<file path="src/rtl/adc_spi_pkg.sv">
// adc_spi_pkg: shared lane width, capture FSM state type and lane packing helper.
package adc_spi_pkg;
    localparam int LANE_W = 16;
    typedef enum logic [2:0] {IDLE, CS_SETUP, SCLK_LO, SCLK_HI, QUIET} state_t;
    function automatic logic [LANE_W-1:0] lane_pack(input logic [LANE_W-1:0] word, input int width);
        return word & ((LANE_W'(1) << width) - LANE_W'(1));
    endfunction
endpackage

</file>
<file path="src/rtl/adc_spi_trig.sv">
// adc_spi_trig: start_cnv 2-FF sync with rising-edge detect, or free-running auto period tick.
module adc_spi_trig #(
    parameter int PERIOD_W = 16
) (
    input  logic                clk,
    input  logic                rst_n,
    input  logic                start_cnv,
    input  logic                auto_en,
    input  logic [PERIOD_W-1:0] auto_period,
    output logic                trig
);
    logic [2:0] r_sync;
    logic [PERIOD_W-1:0] r_cnt;
    logic w_run, w_tick;
    assign w_run  = auto_en && auto_period != '0;
    assign w_tick = w_run && r_cnt >= auto_period - 1'b1;
    assign trig   = auto_en ? w_tick : r_sync[1] & ~r_sync[2];
    always_ff @(posedge clk or negedge rst_n)
        if (!rst_n) begin
            r_sync <= '0;
            r_cnt  <= '0;
        end else begin
            r_sync <= {r_sync[1:0], start_cnv};
            r_cnt  <= (!w_run || w_tick) ? '0 : r_cnt + 1'b1;
        end
endmodule

</file>
<file path="src/rtl/adc_spi_frame_capture.sv">
// adc_spi_frame_capture: N_CH-lane serial ADC frame capture to one AXI-Stream beat per conversion.
// Define ADC_SPI_TSTAMP_EN to add m_axis_tuser carrying the clk count at the cs_n falling edge.
module adc_spi_frame_capture
    import adc_spi_pkg::*;
#(
    parameter int N_CH       = 6,
    parameter int DATA_W     = 12,
    parameter int LEAD_ZEROS = 2,
    parameter int SCLK_HALF  = 2,
    parameter int CS_SETUP   = 2,
    parameter int QUIET      = 2,
    parameter int PERIOD_W   = 16
) (
    input  logic                   clk,
    input  logic                   rst_n,
    input  logic                   start_cnv,
    input  logic                   auto_en,
    input  logic [PERIOD_W-1:0]    auto_period,
    output logic                   adc_sclk,
    output logic                   adc_cs_n,
    input  logic [N_CH-1:0]        adc_sdata,
    output logic [N_CH*LANE_W-1:0] m_axis_tdata,
    output logic                   m_axis_tvalid,
    input  logic                   m_axis_tready,
    output logic                   m_axis_tlast,
`ifdef ADC_SPI_TSTAMP_EN
    output logic [31:0]            m_axis_tuser,
`endif
    output logic                   busy,
    output logic [7:0]             overrun_cnt
);
    localparam int FRAME_BITS = LEAD_ZEROS + DATA_W;
    state_t r_state, w_state_nxt;
    logic [15:0] r_cnt, w_len;
    logic [4:0] r_bit;
    logic [DATA_W-1:0] r_sh [N_CH];
    logic [N_CH*LANE_W-1:0] w_pack;
    logic w_trig, w_done, w_sample, w_enter_q, w_load, w_start, w_chain, r_due;

    adc_spi_trig #(.PERIOD_W(PERIOD_W)) u_trig (
        .clk(clk), .rst_n(rst_n), .start_cnv(start_cnv),
        .auto_en(auto_en), .auto_period(auto_period), .trig(w_trig)
    );

    assign w_len = r_state == adc_spi_pkg::CS_SETUP ? 16'(CS_SETUP) :
                   r_state == adc_spi_pkg::QUIET    ? 16'(QUIET) : 16'(SCLK_HALF);
    assign w_done    = r_cnt == w_len - 16'd1;
    assign w_sample  = r_state == SCLK_HI && w_done;
    assign w_enter_q = w_sample && r_bit == 5'(FRAME_BITS - 1);
    assign w_load    = w_enter_q && (!m_axis_tvalid || m_axis_tready);
    assign w_start   = w_state_nxt == adc_spi_pkg::CS_SETUP && r_state != adc_spi_pkg::CS_SETUP;
    // An auto period that elapsed mid-frame chains the next frame straight after QUIET.
    assign w_chain   = r_due || (auto_en && w_trig);
    assign busy         = r_state != IDLE;
    assign adc_sclk     = r_state != SCLK_LO;
    assign adc_cs_n     = !(r_state == adc_spi_pkg::CS_SETUP || r_state == SCLK_LO || r_state == SCLK_HI);
    assign m_axis_tlast = 1'b1;

    always_comb begin
        w_state_nxt = r_state;
        case (r_state)
            IDLE:                 if (w_trig) w_state_nxt = adc_spi_pkg::CS_SETUP;
            adc_spi_pkg::CS_SETUP: if (w_done) w_state_nxt = SCLK_LO;
            SCLK_LO:              if (w_done) w_state_nxt = SCLK_HI;
            SCLK_HI:              if (w_done) w_state_nxt = w_enter_q ? adc_spi_pkg::QUIET : SCLK_LO;
            adc_spi_pkg::QUIET:    if (w_done) w_state_nxt = w_chain ? adc_spi_pkg::CS_SETUP : IDLE;
            default:              w_state_nxt = IDLE;
        endcase
    end

    always_ff @(posedge clk or negedge rst_n)
        if (!rst_n) begin
            r_state <= IDLE;
            r_cnt   <= '0;
            r_bit   <= '0;
            r_due   <= 1'b0;
        end else begin
            r_state <= w_state_nxt;
            r_cnt   <= (w_state_nxt != r_state || r_state == IDLE) ? '0 : r_cnt + 16'd1;
            r_bit   <= r_state == adc_spi_pkg::CS_SETUP ? '0 : w_sample ? r_bit + 5'd1 : r_bit;
            r_due   <= auto_en && busy && !w_start && (r_due || w_trig);
        end

    // Leading bits simply fall off the top of the DATA_W-bit shift register.
    always_ff @(posedge clk or negedge rst_n)
        if (!rst_n) for (int c = 0; c < N_CH; c++) r_sh[c] <= '0;
        else if (w_sample) for (int c = 0; c < N_CH; c++) r_sh[c] <= DATA_W'({r_sh[c], adc_sdata[c]});

    for (genvar c = 0; c < N_CH; c++) begin : g_lane
        assign w_pack[c*LANE_W +: LANE_W] = lane_pack(LANE_W'({r_sh[c], adc_sdata[c]}), DATA_W);
    end

    always_ff @(posedge clk or negedge rst_n)
        if (!rst_n) begin
            m_axis_tvalid <= 1'b0;
            m_axis_tdata  <= '0;
            overrun_cnt   <= '0;
        end else if (w_load) begin
            m_axis_tvalid <= 1'b1;
            m_axis_tdata  <= w_pack;
        end else begin
            if (m_axis_tready) m_axis_tvalid <= 1'b0;
            if (w_enter_q && overrun_cnt != 8'hFF) overrun_cnt <= overrun_cnt + 8'd1;
        end

`ifdef ADC_SPI_TSTAMP_EN
    logic [31:0] r_clk_cnt, r_ts;
    always_ff @(posedge clk or negedge rst_n)
        if (!rst_n) begin
            r_clk_cnt    <= '0;
            r_ts         <= '0;
            m_axis_tuser <= '0;
        end else begin
            r_clk_cnt <= r_clk_cnt + 32'd1;
            if (w_start) r_ts <= r_clk_cnt + 32'd1;
            if (w_load) m_axis_tuser <= r_ts;
        end
`endif
endmodule

</file>
<file path="config.mk">
export PLATFORM = sky130hd
export DESIGN_NAME = adc_spi_frame_capture
export DESIGN_NICKNAME = d
export VERILOG_FILES = /design/src/rtl/adc_spi_pkg.sv /design/src/rtl/adc_spi_trig.sv /design/src/rtl/adc_spi_frame_capture.sv
export SDC_FILE = /design/constraint.sdc
export NUM_CORES = 1
export LEC_CHECK = 0
export BUFFER_PORTS_ARGS = -buffer_cell sky130_fd_sc_hd__buf_2
export CORE_ASPECT_RATIO = 1.25
export CORE_MARGIN = 5
export CORE_UTILIZATION = 40
export CTS_CLUSTER_DIAMETER = 120
export CTS_CLUSTER_SIZE = 12
export DETAILED_ROUTE_END_ITERATION = 16
export GPL_TIMING_DRIVEN = 0
export SETUP_SLACK_MARGIN = 0.15
export SLEW_MARGIN = 20
export SYNTH_ARGS = -nofsm -noshare
export SYNTH_HDL_FRONTEND = slang
export SYNTH_SLANG_ARGS = --single-unit
</file>
<file path="constraint.sdc">
create_clock -name clk -period 7.05 [get_ports clk]
set_clock_uncertainty 0.15 [all_clocks]
set_input_delay 1.0575 -clock clk [delete_from_list [all_inputs] [get_ports clk]]
set_output_delay 1.0575 -clock clk [all_outputs]
set_load 0.05 [all_outputs]
</file>
Word-level counts from Yosys, hierarchy flattened
Cells that the tools add are included.
Widths: inputs -> output; s select.
{ "op_classes": {"n_reduce_logical": 28, "n_lt_le_gt_ge": 1, "n_mux": 15, "addsub": 5, "n_bitwise": 3, "n_eq_ne": 11} }
{ "ops": {"columns": ["operator", "n"], "rows": [
  ["$add 16x1->16 const B", 2],
  ["$mux 16", 2],
  ["$mux 3", 6],
  ["$eq 16x1->1 const B", 1],
  ["$ge 16x16->1", 1],
  ["$reduce_bool 16->1", 1],
  ["$sub 16x1->16 const B", 1],
  ["$pmux 3 s5", 1],
  ["$logic_and 1x1->1", 11],
  ["$mux 5", 2],
  ["$add 8x1->8 const B", 1],
  ["$ne 8x8->1 const B", 1],
  ["$logic_or 1x1->1", 7],
  ["$eq 3x1->1 const B", 2],
  ["$eq 3x2->1 const B", 2],
  ["$add 5x1->5 const B", 1],
  ["$eq 5x4->1 const B", 1],
  ["$logic_not 1->1", 4],
  ["$mux 1", 4],
  ["$reduce_bool 2->1", 2],
  ["$eq 3x3->1 const B", 1],
  ["$logic_not 3->1", 1],
  ["$ne 3x1->1 const B", 1],
  ["$ne 3x2->1 const B", 1],
  ["5 further kinds", 6]
]} }
{ "word_totals": {"output_inout_bits": 109, "register_bits": 191, "in_bits": 27, "elab_cells": 78} }

Depth between registers and ports, before layout
Gate-level depths: netlist of the first run.
{ "depth": {"depth_word": 14, "depth_mapped": 14, "depth_no_buf": 13} }

Hierarchy
Synthesis of the first run repeated with hierarchy kept, for this count alone.
{ "unflattened": {"hier_cells": 663, "area_unflattened_um2": 8567.0} }
{ "modules_own_cells": {"columns": ["mod", "cells_per_inst", "n_inst", "area_per_inst_um2"], "rows": [
  ["adc_spi_frame_capture", 491, 1, 7036.7],
  ["adc_spi_trig", 172, 1, 1530.2]
]} }

Least setup slack after synthesis of the first run
OpenSTA, ideal clock, no wires.
{ "synth_timing": {"path_type": "input to register", "start": "input auto_period[3]", "end": "register u_trig.r_cnt[10]", "setup_ps": 121, "n_path_buf": 1, "path_stages": 12, "path_slack_ps": 3081, "arrival_ps": 3698, "cell_sequence": "or3_1 or4_1 nor3_1 nand2_1 xor2_1 ha_1 nand4_1 nor3_1 a32oi_1 nand4_1 buf_2 nor2_1"} }
{ "synth_via": {"elab_chain_cells": 5} }
{ "synth_lines": {"columns": ["element", "line_no", "source"], "rows": [
  ["start, declared", "adc_spi_frame_capture.sv:18", "input logic [PERIOD_W-1:0] auto_period,"],
  ["$sub 16x1->16 or $reduce_bool 16->1 (tied branches)", "adc_spi_trig.sv:16, adc_spi_trig.sv:15", null],
  ["$ge 16x16->1 or $logic_and 1x1->1 (tied branches)", "adc_spi_trig.sv:16, adc_spi_trig.sv:15", null],
  ["$logic_and 1x1->1 or $logic_not 1->1 (tied branches)", "adc_spi_trig.sv:16, adc_spi_trig.sv:24", null],
  ["$logic_or 1x1->1 *", "adc_spi_trig.sv:24", "r_cnt <= (!w_run || w_tick) ? '0 : r_cnt + 1'b1;"],
  ["$mux 16 *", "adc_spi_trig.sv:24", null],
  ["end signal, assigned", "adc_spi_trig.sv:24", null],
  ["end, declared", "adc_spi_trig.sv:13", "logic [PERIOD_W-1:0] r_cnt;"]
]} }
Mark *: on every way between the ends. The rest lies on a longest branch, timed or not.
A chain may end at the register's enable or synchronous reset.

Worst setup path after layout of the first run
{ "layout_timing": {"start": "input auto_period[3]", "end": "register u_trig.r_cnt[8]"} }
Same word-level chain as after synthesis.

==> results of run 1 <==
## worst reg2reg max path: stages (launching register included)
cell and delay (ns):
dfrtp_1 0.41, inv_1 0.06, ha_1 0.14, nor4b_2 0.27, and4_1 0.23, buf_2 0.16, nand3_4 0.19, nor3_4 0.55
buf_6 0.25, mux2_2 0.35
## state kept, by name (all words and copies together) (netlist names)
signal,cells
m_axis_tvalid,1
overrun_cnt,8
u_trig.r_cnt,16
r_cnt,16
r_sh,66
u_trig.r_sync,3
r_state,3
r_bit,5
r_due,1
m_axis_tdata,72
## routing by layer
layer,vias to the layer above,part of all wire
li1,2893,-
met1,2826,0.44
met2,90,0.51
met3,11,0.036
met4,0,0.011
met5,-,0
## stage by stage
stage	std cells	power (mW)	instance area (um^2)
6_report	1232	2.22	10200
5_1_grt	1232	2.32	10200
4_1_cts	1232	2.26	10200
3_5_place_dp	1200	1.28	9590
3_3_place_gp	1198	1.28	9520
2_1_floorplan	814	1.23	8630
## layout by cell type, fill, tap and decap left out, drive strengths merged, types with 2 or more instances in the layout
cell / synthesis / routed
a21oi: 12 / 12
and3: 11 / 11
and4: 4 / 4
buf: 39 / 151
clkbuf: 14 / 31
clkinv: 0 / 6
conb: 2 / 25
dfrtp: 191 / 191
ha: 23 / 23
inv: 10 / 18
mux2: 73 / 73
nand2: 221 / 221
nand2b: 5 / 5
nand3: 16 / 16
nand4: 13 / 13
nor2: 42 / 42
nor2b: 3 / 3
nor3: 12 / 12
nor3b: 2 / 2
nor4: 8 / 8
nor4b: 3 / 3
o21ai: 10 / 10
o31ai: 2 / 2
or2: 4 / 4
or3: 8 / 8
or4: 2 / 2
xnor2: 26 / 26
xor2: 23 / 23
## area by class of cell
cell class,count,area share
well taps,274,0.0336
repair buffers,112,0.0604
clock inverters,15,0.0182
multi-input cells,560,0.339
flip-flops and latches,191,0.469
clock buffers,17,0.0417
inverters,10,0.00368
plain buffers,53,0.0350
## cell families (layout without fill, tap and decap cells)
kind of cell               after synthesis  count (layout)  synth area share
DFF                                    191             191             0.560
adders and majority gates               23              23            0.0337
xor gates and xnor gates                49              49            0.0502
AOI/OAI and AO/OA                       31              31            0.0218
buffers and inverters                   63             207            0.0461
and+or+nand+nor                        358             358             0.190
other                                    2              25          0.000879
muxes                                   74              74            0.0974
## how the worst min path moves through the flow
stage / from / to / slack (ns)
after global routing: u_trig.r_sync[0] / u_trig.r_sync[1] / 0.22
after detailed placement: u_trig.r_sync[0] / u_trig.r_sync[1] / 0.19
after floorplan: u_trig.r_sync[0] / u_trig.r_sync[1] / 0.18
after CTS: u_trig.r_sync[0] / u_trig.r_sync[1] / 0.21
after global placement: u_trig.r_sync[0] / u_trig.r_sync[1] / 0.18
final: u_trig.r_sync[0] / u_trig.r_sync[1] / 0.21
## cell usage after synthesis (3+ instances only)
cell	count	area (um^2)
nand2_1	221	830
dfrtp_1	191	4780
mux2_2	57	642
nor2_1	42	158
buf_4	26	195
xnor2_1	26	228
ha_1	23	288
xor2_1	23	201
mux2_1	16	180
nand3_1	15	75.1
clkbuf_1	14	52.6
nand4_1	13	81.3
a21oi_1	12	60.1
and3_1	11	68.8
nor3_1	11	55.1
inv_1	10	37.5
o21ai_0	10	50.1
or3_1	8	50.1
buf_6	7	78.8
nor4_1	7	43.8
buf_2	6	30.0
nand2b_1	5	31.3
and4_1	4	35.0
nor2b_1	3	18.8
or2_2	3	18.8
## where the power goes
group	internal (mW)	leakage, nW	total (mW)	switching (mW)
Sequential	1.12	2.46	1.14	0.0172
Clock	0.485	0.293	0.964	0.479
Combinational	0.0397	2.56	0.125	0.0850
Total	1.64	5.31	2.22	0.581
==> flow_summary.ini, run 1 <==
[cts]
clock_latency_ns = 0.43
post_cts_resized = 0
cts_setup_buffers = 0
root_buffer = clkbuf_16
cts_hold_buf = 0
clkTransAtPathRegs_ns = 0.07
clk_path_buf_depth = 2
cts-htree-levels = 4
cts_buffers = 17
cts.sinks = 191
cts_tree = done

[cells_and_area]
layout-drive-gt1-share = 0.259
fillers = 1985
nets = 995
final_core_util = 0.486
multi_input_area_mm2 = 0.00345
regArea_mm2 = 0.00478
syn2layout_area_growth_pct = 19.4
diodes = 0

[yosys]
avgSynthCellArea_um2 = 10.8
ys_ff_latch = 191
synth.distinct_cells = 47
syn_area_mm2 = 0.00854
synth_warnings = 0
synth-edff-count = 0
synthFlopType = dfrtp_1
seq_area_frac_synth = 0.560
async_flop_share = 1.00
netlist_instances = 791

[global_route]
use_met1 = 0.183
gr-usage-all-layers = 0.143
met3_usage = 0.0315
grt_first_pass_wirelength_mm = 28.9
grt_use_met2 = 0.244
grt_pass1_vias = 5879
gr-total-overflow = 0
grt_max_degree = 92
gr-max-usage-layer = met2
antenna_found_initial = 0

[floorplan]
die_x_um = 141
dieArea_mm2 = 0.0244
top_level_ports = 136
core.rowCount = 59
coreArea_mm2 = 0.0210
initial_core_util = 0.407
die_h_um = 173

[setup_path]
crit_fanout = 10
critPathRequiredTime_ns = 7.21
r2r_cells = 9
crit_chain = buf_2 -> or3_1 -> or4_1 -> nor3_1 -> nand2_1 -> xor2_1 -> ha_1 -> nand4_1 -> nor3_1 -> a32oi_1 -> nand4_1 -> buf_2 -> nor2_1
worst-path-stages = 13
crit_path_start = auto_period[3]
critPathBufInv = 2
cp-end-kind = register
endpoint = u_trig.r_cnt[8]
slowest_stage = nor3_1
max_stage_delay_ns = 0.50
crit_type = in -> reg
regToRegSetupSlack_ns = 4.17
critPathTopFamily = simple AND/OR/NAND/NOR gates
rr_startpoint = r_cnt[1]
cp-start-kind = input pin
r2r-end = m_axis_tdata[70]
worstPathArrival_ns = 4.34

[timing]
whs_ns = 0.207
drv_slew = 0
setup_ws_ns = 2.87
tightest_slew_ns = 0.635
fin_crit_ns = 4.18
rsz0062_at_grt = false
hold_violations = 0
relSlewSlack = 0.575
fmax_ghz = 0.239
setup_violations = 0
timing.final.crit_share = 0.593
finalSetupTns_ns = 0

[hold_path]
hold_depth = 0
hold_path_class = reg -> reg

[drt]
drt_iter0_drc = 251
drt_wl_total_mm = 16.7
vias = 5820
drtAntennaViolNets = 0
drc_errors = 0
vias_per_cell = 4.72
firstDrtPassIters = 4
avgRoutedWirePerCell_um = 13.6

[pwr]
p_per_area_mw_per_mm2 = 218
ir_drop_mv = 0.148
p_leak_nw = 5.31

[place]
dp_slack_ns = 2.35
hpwl_mm = 12.2
port_buffers = 110
place.gp.congestion = 0.799

[job]
cap_violations = 0

[run_status]
status = complete, no violations
No activity file was read; power rests on OpenSTA's default activity.
==> inputs of run 2 (changes only) <==
==> constraint.sdc (replaced) <==
create_clock -name clk -period 3.4 [get_ports clk]
set_clock_uncertainty 0.15 [all_clocks]
set_input_delay 0.51 -clock clk [delete_from_list [all_inputs] [get_ports clk]]
set_output_delay 0.51 -clock clk [all_outputs]
set_load 0.05 [all_outputs]
==> run 2 against run 1 <==
  * Flip-flop and latch count unchanged
  * Hold slack worse by 0.17 ns
  * Wire length unchanged
  * Critical endpoint is now u_trig.r_cnt[2]
  * Largest cell class unchanged
==> flow_summary.ini, run 2 (synthesis results as in run 1) <==
[setup_path]
cp_common_cell = or3_4
cp-end-kind = register
worstPathArrival_ns = 3.34
crit_fanout = 4
crit_chain = buf_2 -> or3_4 -> or2_1 -> or3_4 -> or3_1 -> xor2_1 -> ha_1 -> nand2_2 -> nor3_2 -> a32oi_1 -> nand4_1 -> buf_4 -> nor2_1
critPathTopFamily = simple AND/OR/NAND/NOR gates
cp-start-kind = input pin
critPathRequiredTime_ns = 3.62
crit_type = in -> reg
max_stage_delay_ns = 0.40
r2r_cells = 9
critPathBufInv = 2
slowest_stage = or3_4
worst-path-stages = 13

[floorplan]
top_level_ports = 136
dieArea_mm2 = 0.0244
coreArea_mm2 = 0.0210
die_h_um = 173
initial_core_util = 0.407
core.rowCount = 59
die_x_um = 141

[drt]
avgRoutedWirePerCell_um = 13.5
vias = 5858
drt_iter0_drc = 281
drt_wl_total_mm = 16.7
firstDrtPassIters = 4
drtAntennaViolNets = 0
vias_per_cell = 4.74
drc_errors = 0

[timing]
timing.final.crit_share = 0.918
finalSetupTns_ns = 0
fin_crit_ns = 3.12
rsz0062_at_grt = false
hold_violations = 0
relSlewSlack = 0.557
setup_violations = 0
drv_slew = 0
tightest_slew_ns = 0.663
fmax_ghz = 0.320
setup_ws_ns = 0.280

[pwr]
switching_share = 0.257
comb_power_share = 0.059
p_clk_frac = 0.429
ir_drop_mv = 0.330
power.total_mw = 4.60
intPower_mw = 3.42
p_leak_nw = 5.36
seq_power_share = 0.512
p_per_area_mw_per_mm2 = 447
power_switching_mw = 1.18

[cells_and_area]
nets = 999
layout-drive-gt1-share = 0.273
top_register = m_axis_tdata
diodes = 0
fillers = 1996
largest_reg_flops = 72
mostFrequentLayoutCells = nand2_1 (220), dfrtp_1 (191), buf_2 (114), mux2_2 (57), nor2_1 (40)
syn2layout_area_growth_pct = 20.5
reg_top3 = m_axis_tdata: 72 flops, r_sh: 66 flops
layout_commonest_cell = nand2_1
fin_cells = 1236
final_core_util = 0.491

[global_route]
gr-usage-all-layers = 0.142
grt_first_pass_wirelength_mm = 28.7
grt_pass1_vias = 5793
gr-total-overflow = 0
antenna_found_initial = 0
grt_max_degree = 81

[job]
cap_violations = 0

[place]
dp_slack_ns = -0.375
place.gp.congestion = 0.807
port_buffers = 110
hpwl_mm = 12.1
dp.cells = 1200

[cts]
cts.sinks = 191
cts-htree-levels = 4
clock_latency_ns = 0.43
clkTransAtPathRegs_ns = 0.08
cts_buffers = 17
clk_path_buf_depth = 2
cts_tree = done
root_buffer = clkbuf_16

[run_status]
status = complete, no violations

[hold_path]
hold_path_class = in -> reg
hold_depth = 1
==> run 2: cell types whose count changed in the layout (fill, tap and decap cells not counted), sizes merged <==
cell         before  now
buf             151  154
clkbuf           31   32
clkinvlp          1    0
dlygate4sd3       0    1
==> run 2: cell type report <==
type / count / area (um^2) / area share
Clock inverter: 14 / 160 / 0.0156
Buffer: 53 / 363 / 0.0352
Clock buffer: 18 / 439 / 0.0427
Sequential cell: 191 / 4780 / 0.464
Tap cell: 274 / 343 / 0.0333
Timing Repair Buffer: 116 / 652 / 0.0633
Inverter: 10 / 37.5 / 0.00365
Multi-Input combinational cell: 560 / 3520 / 0.342
==> run 2: final timing paths <==
kind | from | end | slack [ns]
max | auto_period[3] | u_trig.r_cnt[2] | 0.28
min | start_cnv | u_trig.r_sync[0] | 0.03
max reg2reg | r_cnt[1] | m_axis_tdata[32] | 0.51
min reg2reg | u_trig.r_sync[0] | u_trig.r_sync[1] | 0.20
max in group asynchronous | rst_n | m_axis_tdata[33] | 1.66
min in group asynchronous | rst_n | r_sh[66] | 0.39
==> run 2: what timing repair did <==
item	4_1_cts	5_1_grt
gates cloned	0	1
hold buffers	1	0
hold endpoints to repair	40	0
buffers inserted	2	0
endpoints found under the setup margin	10	16
pin swaps	1	4
gates resized for setup	0	15
==> run 2: metal layers <==
layer  vias up  share of wire  track usage
met4         0          0.014       0.0428
met2        99           0.49        0.234
met1      2841           0.46        0.187
met3        21          0.041       0.0337
li1       2897              -            -
met5         -              0            0
==> run 2: worst register-to-register path: stages, from the launching register on <==
cell	delay (ns)
dfrtp_1	0.40
inv_1	0.06
ha_1	0.15
nor4b_2	0.27
and4_1	0.23
buf_2	0.17
nand3_4	0.18
nor3_4	0.57
buf_6	0.25
mux2_2	0.35
==> run 2: through the flow <==
step           hold slack, ns  instance area, um^2
4_1_cts                0.0105                10200
2_1_floorplan          0.0644                 8640
3_3_place_gp            0.186                 9540
6_report               0.0347                10300
3_5_place_dp            0.189                 9600
5_1_grt                0.0280                10300
==> run 2: power groups by stage <==
stage	clock (mW)	combinational (mW)	sequential [mW]
6_report	1.97	0.270	2.35
5_1_grt	2.16	0.305	2.36
4_1_cts	2.04	0.268	2.35
3_5_place_dp	0	0.264	2.40
3_3_place_gp	0	0.253	2.40
2_1_floorplan	0	0.155	2.40
==> inputs of run 3 (changes only) <==
--- a/config.mk
+++ b/config.mk
@@ -7,7 +7,7 @@
 export LEC_CHECK = 0
 export BUFFER_PORTS_ARGS = -buffer_cell sky130_fd_sc_hd__buf_2
 export CORE_ASPECT_RATIO = 1.25
-export CORE_MARGIN = 5
+export CORE_MARGIN = 3
 export CORE_UTILIZATION = 40
 export CTS_CLUSTER_DIAMETER = 120
 export CTS_CLUSTER_SIZE = 12
==> run 3 against run 2 <==
  * Global-route usage rose by 0.67 points
  * Register-to-register slack got worse by 0.04 ns
  * Final cell count about the same
  * Via count shrank 0.20%
  * Combinational power about the same
  * Final area shrank 0.28%
  * Total power is 0.55% higher
  * Die area is 5.1% lower
  * Core utilization about the same
  * Hold slack gained 0.0028 ns
  * Worst setup slack improved by 0.058 ns
==> flow_summary.ini, run 3 (synthesis results as in run 1) <==
[cells_and_area]
final_core_util = 0.491
diodes = 0
layout-drive-gt1-share = 0.266
top_register = m_axis_tdata
reg_top3 = m_axis_tdata: 72 flops, r_sh: 66 flops
layout_commonest_cell = nand2_1
largest_reg_flops = 72
syn2layout_area_growth_pct = 20.2
fin_cells = 1235
mostFrequentLayoutCells = nand2_1 (221), dfrtp_1 (191), buf_2 (114), mux2_2 (57), nor2_1 (42)
nets = 998

[global_route]
antenna_found_initial = 0
gr-usage-all-layers = 0.149
grt_first_pass_wirelength_mm = 27.9
grt_pass1_vias = 5644
grt_max_degree = 94
gr-total-overflow = 0

[pwr]
intPower_mw = 3.46
ir_drop_mv = 0.335
p_clk_frac = 0.433
p_leak_nw = 5.35
comb_power_share = 0.058
p_per_area_mw_per_mm2 = 451
switching_share = 0.251
power_switching_mw = 1.16
seq_power_share = 0.509
power.total_mw = 4.62

[cts]
cts_buffers = 17
clk_path_buf_depth = 2
cts_tree = done
cts-htree-levels = 4
clkTransAtPathRegs_ns = 0.07
root_buffer = clkbuf_16
clock_latency_ns = 0.43
cts.sinks = 191

[hold_path]
hold_path_class = in -> reg

[timing]
setup_violations = 0
relSlewSlack = 0.544
fin_crit_ns = 3.06
finalSetupTns_ns = 0
setup_ws_ns = 0.337
rsz0062_at_grt = false
drv_slew = 0
tightest_slew_ns = 0.681
timing.final.crit_share = 0.901
fmax_ghz = 0.327
hold_violations = 0

[place]
dp.cells = 1200
hpwl_mm = 11.8
dp_slack_ns = -0.441
port_buffers = 110
place.gp.congestion = 0.764

[floorplan]
coreArea_mm2 = 0.0209
die_x_um = 137
core.rowCount = 59
initial_core_util = 0.409
die_h_um = 169
top_level_ports = 136
dieArea_mm2 = 0.0232

[setup_path]
worstPathArrival_ns = 3.23
critPathRequiredTime_ns = 3.56
crit_fanout = 10
crit_type = in -> reg
critPathTopFamily = simple AND/OR/NAND/NOR gates
cp-start-kind = input pin
critPathBufInv = 2
slowest_stage = or4_4
max_stage_delay_ns = 0.46
crit_chain = buf_2 -> or3_4 -> or4_4 -> nor3_4 -> nand2_1 -> xor2_1 -> ha_1 -> nand4_1 -> nor3_2 -> a32oi_1 -> nand4_1 -> buf_6 -> nor2_1
regToRegSetupSlack_ns = 0.47
cp_common_cell = nand4_1
cp-end-kind = register

[job]
cap_violations = 0

[drt]
vias_per_cell = 4.73
drc_errors = 0
firstDrtPassIters = 4
drt_iter0_drc = 270
vias = 5846
drt_wl_total_mm = 16.6
avgRoutedWirePerCell_um = 13.4
drtAntennaViolNets = 0

[run_status]
status = complete, no violations
[run 3: routing by layer]
metal / GRT usage / share of wire / up-vias
met3: 0.0332 / 0.047 / 25
met5: 0 / 0 / -
met2: 0.246 / 0.48 / 114
met4: 0.0530 / 0.019 / 0
li1: - / - / 2892
met1: 0.193 / 0.45 / 2815
[run 3: repair_timing]
action / 4_1_cts / 5_1_grt
hold endpoints to repair: 22 / 0
setup endpoints to repair: 10 / 16
hold buffers: 1 / 0
buffers inserted: 2 / 0
pin swaps: 1 / 3
gates resized for setup: 1 / 6
[run 3: area by class of cell]
| cell class | instances | area, um^2 |
|---|---|---|
| buffer | 53 | 363 |
| clock buffer | 18 | 429 |
| clock inverter | 14 | 170 |
| fill | 1959 | 10600 |
| inverter | 10 | 37.5 |
| multi-input combinational | 560 | 3500 |
| sequential | 191 | 4780 |
| tap | 274 | 343 |
| timing repair buffer | 115 | 641 |
[run 3: worst reg2reg max path: cells and delay by family (launching register included)]
kind,cells,cell delay [ns]
mux,1,0.35
buf+inv,3,0.49
simple gates,4,1.29
fa+ha+maj,1,0.14
flops,1,0.41
[run 3: per-stage QoR]
step | instance area, um^2 | hold WS [ns]
after global routing | 10300 | 0.0239
final | 10300 | 0.0374
after global placement | 9540 | 0.186
after CTS | 10200 | 0.0157
after detailed placement | 9600 | 0.186
after floorplan | 8640 | 0.0644
[run 3: power groups by stage]
stage               logic [mW]  clock network [mW]  registers [mW]
detailed placement       0.266                   0            2.40
floorplan                0.155                   0            2.40
global route             0.301                2.16            2.36
global placement         0.253                   0            2.40
CTS                      0.270                2.06            2.35
finish                   0.267                2.00            2.35
[run 3: path summary, 6_finish.rpt]
path,to,cells past startpoint,start
max in group asynchronous,m_axis_tdata[50],4,rst_n
worst max-delay path,u_trig.r_cnt[14],13,auto_period[3]
min in group asynchronous,m_axis_tdata[6],2,rst_n
worst min register to register,u_trig.r_sync[1],0,u_trig.r_sync[0]
worst max register to register,m_axis_tdata[48],9,r_cnt[1]
worst min-delay path,u_trig.r_sync[0],1,start_cnv
